### src/rtl/key_event_arbiter_if.sv
// key_event_arbiter_if: request pulses, one-deep event slot handshake and status for key_event_arbiter
interface key_event_arbiter_if #(parameter int N_CH = 4, parameter int ID_W = 2);
  logic [N_CH-1:0] req_pulse, pending;
  logic [ID_W-1:0] evt_id;
  logic evt_valid, evt_ready, overflow, ovf_clr;
  modport master(output req_pulse, evt_ready, ovf_clr, input evt_valid, evt_id, pending, overflow);
  modport slave(input req_pulse, evt_ready, ovf_clr, output evt_valid, evt_id, pending, overflow);
endinterface

### src/rtl/key_event_arbiter.sv
// key_event_arbiter: round-robin merge of edge pulses into a one-deep event slot.
// Define KEY_ARB_HOLDOFF_EN to drop re-pulses on a channel for HOLDOFF cycles after an accepted one.
module key_event_arbiter #(
  parameter int N_CH = 4,
  parameter int ID_W = 2,
  parameter int HOLDOFF = 1000
) (
  input logic clk,
  input logic rst,
  key_event_arbiter_if.slave bus
);
  typedef enum logic {EMPTY, FULL} state_t;
  state_t state;
  logic [ID_W-1:0] evt_id, last_id, pick, c;
  logic [N_CH-1:0] pending, acc, gnt_vec;
  logic overflow, loadable, grant;
  assign loadable = state == EMPTY || bus.evt_ready;
  assign grant = loadable && |pending;
  assign gnt_vec = grant ? N_CH'(1) << pick : '0;
  // descending scan so the nearest channel after last_id is written last and wins
  always_comb begin
    pick = last_id;
    c = '0;
    for (int k = N_CH; k >= 1; k--) begin
      c = ID_W'((int'(last_id) + k) % N_CH);
      if (pending[c]) pick = c;
    end
  end
`ifdef KEY_ARB_HOLDOFF_EN
  localparam int CW = HOLDOFF < 2 ? 1 : $clog2(HOLDOFF);
  logic [CW-1:0] cnt [N_CH];
  for (genvar i = 0; i < N_CH; i++) begin : g_ho
    assign acc[i] = bus.req_pulse[i] && cnt[i] == '0;
    always_ff @(posedge clk)
      if (rst) cnt[i] <= '0;
      else cnt[i] <= acc[i] ? CW'(HOLDOFF - 1) : cnt[i] - CW'(cnt[i] != '0);
  end
`else
  logic holdoff_unused;
  assign holdoff_unused = |HOLDOFF;
  assign acc = bus.req_pulse;
`endif
  always_ff @(posedge clk) begin
    if (rst) begin
      state <= EMPTY;
      evt_id <= '0;
      last_id <= ID_W'(N_CH - 1);
      pending <= '0;
      overflow <= 1'b0;
    end else begin
      pending <= (pending & ~gnt_vec) | acc;
      overflow <= |(acc & pending & ~gnt_vec) || (overflow && !bus.ovf_clr);
      if (grant) begin
        state <= FULL;
        evt_id <= pick;
        last_id <= pick;
      end else if (loadable) state <= EMPTY;
    end
  end
  assign bus.evt_valid = state == FULL;
  assign bus.evt_id = evt_id;
  assign bus.pending = pending;
  assign bus.overflow = overflow;
endmodule
### src/flat_wrapper.sv
// flat-port wrapper written by rule: the top's interface ports become plain ports
module key_event_arbiter_flat 
#(
  parameter int N_CH = 4,
  parameter int ID_W = 2,
  parameter int HOLDOFF = 1000
)
  (clk, rst, bus_req_pulse, bus_evt_ready, bus_ovf_clr, bus_evt_valid, bus_evt_id, bus_pending, bus_overflow);
  key_event_arbiter_if #(.N_CH(N_CH), .ID_W(ID_W)) bus_i ();
  input logic clk;
  input logic rst;
  input wire logic [$bits(bus_i.req_pulse)-1:0] bus_req_pulse;
  input wire logic [$bits(bus_i.evt_ready)-1:0] bus_evt_ready;
  input wire logic [$bits(bus_i.ovf_clr)-1:0] bus_ovf_clr;
  output wire logic [$bits(bus_i.evt_valid)-1:0] bus_evt_valid;
  output wire logic [$bits(bus_i.evt_id)-1:0] bus_evt_id;
  output wire logic [$bits(bus_i.pending)-1:0] bus_pending;
  output wire logic [$bits(bus_i.overflow)-1:0] bus_overflow;
  assign bus_i.req_pulse = bus_req_pulse;
  assign bus_i.evt_ready = bus_evt_ready;
  assign bus_i.ovf_clr = bus_ovf_clr;
  assign bus_evt_valid = bus_i.evt_valid;
  assign bus_evt_id = bus_i.evt_id;
  assign bus_pending = bus_i.pending;
  assign bus_overflow = bus_i.overflow;
  key_event_arbiter #(.N_CH(N_CH), .ID_W(ID_W), .HOLDOFF(HOLDOFF)) u_core (.clk(clk), .rst(rst), .bus(bus_i));
endmodule
### config.mk
export PLATFORM = sky130hd
export DESIGN_NAME = key_event_arbiter_flat
export DESIGN_NICKNAME = d
export VERILOG_FILES = /design/src/rtl/key_event_arbiter_if.sv /design/src/rtl/key_event_arbiter.sv /design/src/flat_wrapper.sv
export SDC_FILE = /design/constraint.sdc
export NUM_CORES = 1
export LEC_CHECK = 0
export CORE_AREA = 8 8 45 47
export DETAILED_ROUTE_END_ITERATION = 7
export DIE_AREA = 0 0 53 55
export MAX_ROUTING_LAYER = met4
export PLACE_DENSITY = 0.66
export SYNTH_ARGS = -nofsm -noshare
export SYNTH_HDL_FRONTEND = slang
export SYNTH_SLANG_ARGS = --single-unit
### constraint.sdc
create_clock -name clk -period 2 [get_ports clk]
set_input_delay 0.4 -clock clk [delete_from_list [all_inputs] [get_ports clk]]
set_output_delay 0.4 -clock clk [all_outputs]
set_load 0.02 [all_outputs]
==> reports/qor.yml, run 1 <==
drtIter0Drc: 13
syn_avg_cell_area_um2: 7.84
setup_viol: 0
grt_overflow: 0
clk_pin_slew_worst_paths_ps: 70
ys_warn_count: 0
path_class: "reg2out"
dr.pass1.iters: 4
max-slew-margin-rel_pct: 69.6
cts.sinks: 10
wirelength_mm: 1.08
syn_inst: 57
p_per_area_mw_per_mm2: 911
cts.repair.resized: 0
outcome: "finished, final reports clean"
n_fill_cell: 130
groute.usage.overall_pct: 8.34
hold_viol_final: 0
ys_top_cells_by_count: "dfxtp_1, nor2_1, a21oi_1, nand2_1, inv_1"
clkPwrFrac_pct: 31.1
clk_latency_ps: 270
final_cells: 91
grt_max_degree: 11
crit_end: "bus_pending[1]"
cap_violations: 0
gp_congestion: 0.810
antenna_found_initial: 0
worst_setup_path_start_kind: "flop"
antenna_left: 0
synth_area_leader_cell: "dfxtp_1"
coreArea_mm2: 0.00138
p_int_w: 0.000411
vias: 459
dp_hpwl_um: 860
async_flop_share_pct: 0
fin_tns_setup_ps: 0
port_buffers: 15
combPwrFrac_pct: 27.3
crit_chain: "clkdlybuf4s50_1"
synth_top_area_share_pct: 44.8
die_x_um: 53
drive_above_1_share_pct: 5.33
path_buf_inv: 1
holdBufCountCts: 0
ir_drop_uv: 389
multi_input_area_um2: 228
num_io_pins: 16
cp_data_arrival_time_ps: 1350
htreeDepth: 1
finalCritPeriodShare_pct: 87.6
worst_pin_slew_ps: 452
end_kind: "primary output"
post_cts_buffers: 0
finalMaxSlewViolations: 0
hold_path.class: "reg2reg"
fmax_mhz: 571
p_leak_nw: 0.264
yosys-top-cells-area: "dfxtp_1, nor2_1, a21oi_1"
cp_slowest_cell: "clkdlybuf4s50_1"
slowest_delay_ps: 650
start_util_pct: 32.3
die_area_mm2: 0.00292
dp.cells: 87
root_buffer: "clkbuf_4"
viasPerCell: 5.04
cts_buffers: 3
num-nets-final: 84
post_drt_wl_per_cell_um: 11.9
die_y_um: 55
synth_edf_count: 0
required_ps: 1600
startpoint: "u_core.bus.pending[1]"
synth_nets: 65
drcViolationCount: 0
seq_power_share_pct: 41.6
synth_flop_cell: "dfxtp_1"
grt_pass1_wl_mm: 1.75
ys_ff_latch: 10
p_switching_w: 0.000181
cp_num_cells: 1
fin_skew_ps: 2.13
cts_tree: "yes"
reg2reg_setup_slack_ps: 330
rsz0062_at_grt: "no"
area_growth_pct: 45.4
r2r-end: "u_core.bus.overflow"
synth_cell_types: 21
switching_share_pct: 30.6
syn-cell-area_um2: 447
row_count: 14
ys_seq_area_share_pct: 44.8
seqCellArea_um2: 200
r2r_cells: 6
crit_path_max_fanout: 7
ctsLongestPathBuffers: 2
final.min_clock_period_ps: 1750
r2r_start: "u_core.bus.pending[3]"
path_delay_family: "buffers and inverters"
grt_pass1_vias: 413
antenna_cells: 0
-- flip-flops by register name (all words and copies together), names as in the netlist --
| name | cells |
|---|---|
| u_core.bus.pending | 4 |
| u_core.bus.evt_id | 2 |
| u_core.last_id | 2 |
| u_core.bus.evt_valid | 1 |
| u_core.bus.overflow | 1 |
-- worst min path at each step --
stage / from / end / slack [ps] / depth (start not counted)
detailed placement: u_core.bus.evt_id[1] / u_core.bus.evt_id[1] / 450 / 2
finish: u_core.bus.evt_id[1] / u_core.bus.evt_id[1] / 460 / 2
floorplan: u_core.last_id[1] / u_core.last_id[1] / 480 / 2
CTS: u_core.bus.evt_id[1] / u_core.bus.evt_id[1] / 460 / 2
global placement: u_core.bus.evt_id[1] / u_core.bus.evt_id[1] / 470 / 2
global route: u_core.bus.evt_id[1] / u_core.bus.evt_id[1] / 480 / 2
-- final cells by class --
class | instances | share of cell area, %
Inverter | 4 | 2.31
Timing Repair Buffer | 15 | 23.1
Multi-Input combinational cell | 42 | 35.1
Clock buffer | 4 | 5.59
Tap cell | 16 | 3.08
Sequential cell | 10 | 30.8
-- per-stage QoR --
step / total power (W) / hold WS, ps / util [%] / area (um^2) / setup slack [ps]
finish: 0.000592 / 458 / 46.9 / 649 / 247
global route: 0.000630 / 475 / 46.9 / 649 / 157
CTS: 0.000596 / 461 / 46.9 / 649 / 240
detailed placement: 0.000413 / 452 / 44.3 / 613 / 112
global placement: 0.000413 / 471 / 44.3 / 613 / 108
floorplan: 0.000345 / 481 / - / 447 / 345
-- layer usage --
layer	part of all wire, %	global-route usage, %
met5	0	-
met4	1.3	5.17
met3	7.2	2.67
met2	48	13.5
met1	44	8.69
-- power groups by stage --
| stage | logic [W] | registers (W) | clock network [W] |
|---|---|---|---|
| after floorplan | 0.0000770 | 0.000268 | 0 |
| after global placement | 0.000162 | 0.000251 | 0 |
| after detailed placement | 0.000162 | 0.000251 | 0 |
| after CTS | 0.000163 | 0.000246 | 0.000188 |
| after global routing | 0.000177 | 0.000251 | 0.000202 |
| final | 0.000161 | 0.000246 | 0.000184 |
-- cells by family after synthesis --
kind of cell / count (synthesis) / synth area share [%]
AO/OA/AOI/OAI: 19 / 28.0
buffers and inverters: 5 / 4.20
AND/OR/NAND/NOR: 23 / 23.0
flip-flops: 10 / 44.8
-- cells in the final DEF, fill, tap and decap left out --
cell | Yosys | layout
a21o_1 | 1 | 1
a21oi_1 | 6 | 6
a221o_1 | 1 | 1
a31oi_1 | 1 | 1
a32oi_1 | 1 | 1
a41oi_1 | 1 | 1
clkbuf_4 | 0 | 3
clkbuf_8 | 0 | 1
clkdlybuf4s50_1 | 0 | 15
dfxtp_1 | 10 | 10
inv_1 | 4 | 4
nand2_1 | 6 | 6
nand2b_1 | 2 | 2
nand4_1 | 1 | 1
nor2_1 | 10 | 10
nor2b_1 | 2 | 2
nor3_1 | 1 | 1
nor4_1 | 1 | 1
o211ai_1 | 2 | 2
o21a_1 | 1 | 1
o21ai_1 | 3 | 3
o21bai_1 | 1 | 1
o31a_1 | 1 | 1
(Power assumes the default switching activity.)
==> inputs of run 2 (changes only) <==
--- a/config.mk
+++ b/config.mk
@@ -5,6 +5,7 @@
 export SDC_FILE = /design/constraint.sdc
 export NUM_CORES = 1
 export LEC_CHECK = 0
+export CAP_MARGIN = 25
 export CORE_AREA = 8 8 45 47
 export DETAILED_ROUTE_END_ITERATION = 7
 export DIE_AREA = 0 0 53 55
==> results of run 2 <==
The final DEF is identical to that of run 1; final timing and power are the same.
==> inputs of run 3 (changes only) <==
--- a/config.mk
+++ b/config.mk
@@ -7,6 +7,7 @@
 export LEC_CHECK = 0
 export CAP_MARGIN = 25
 export CORE_AREA = 8 8 45 47
+export CTS_CLUSTER_SIZE = 14
 export DETAILED_ROUTE_END_ITERATION = 7
 export DIE_AREA = 0 0 53 55
 export MAX_ROUTING_LAYER = met4
==> results of run 3 <==
The final DEF is identical to that of run 1; final timing and power are the same.
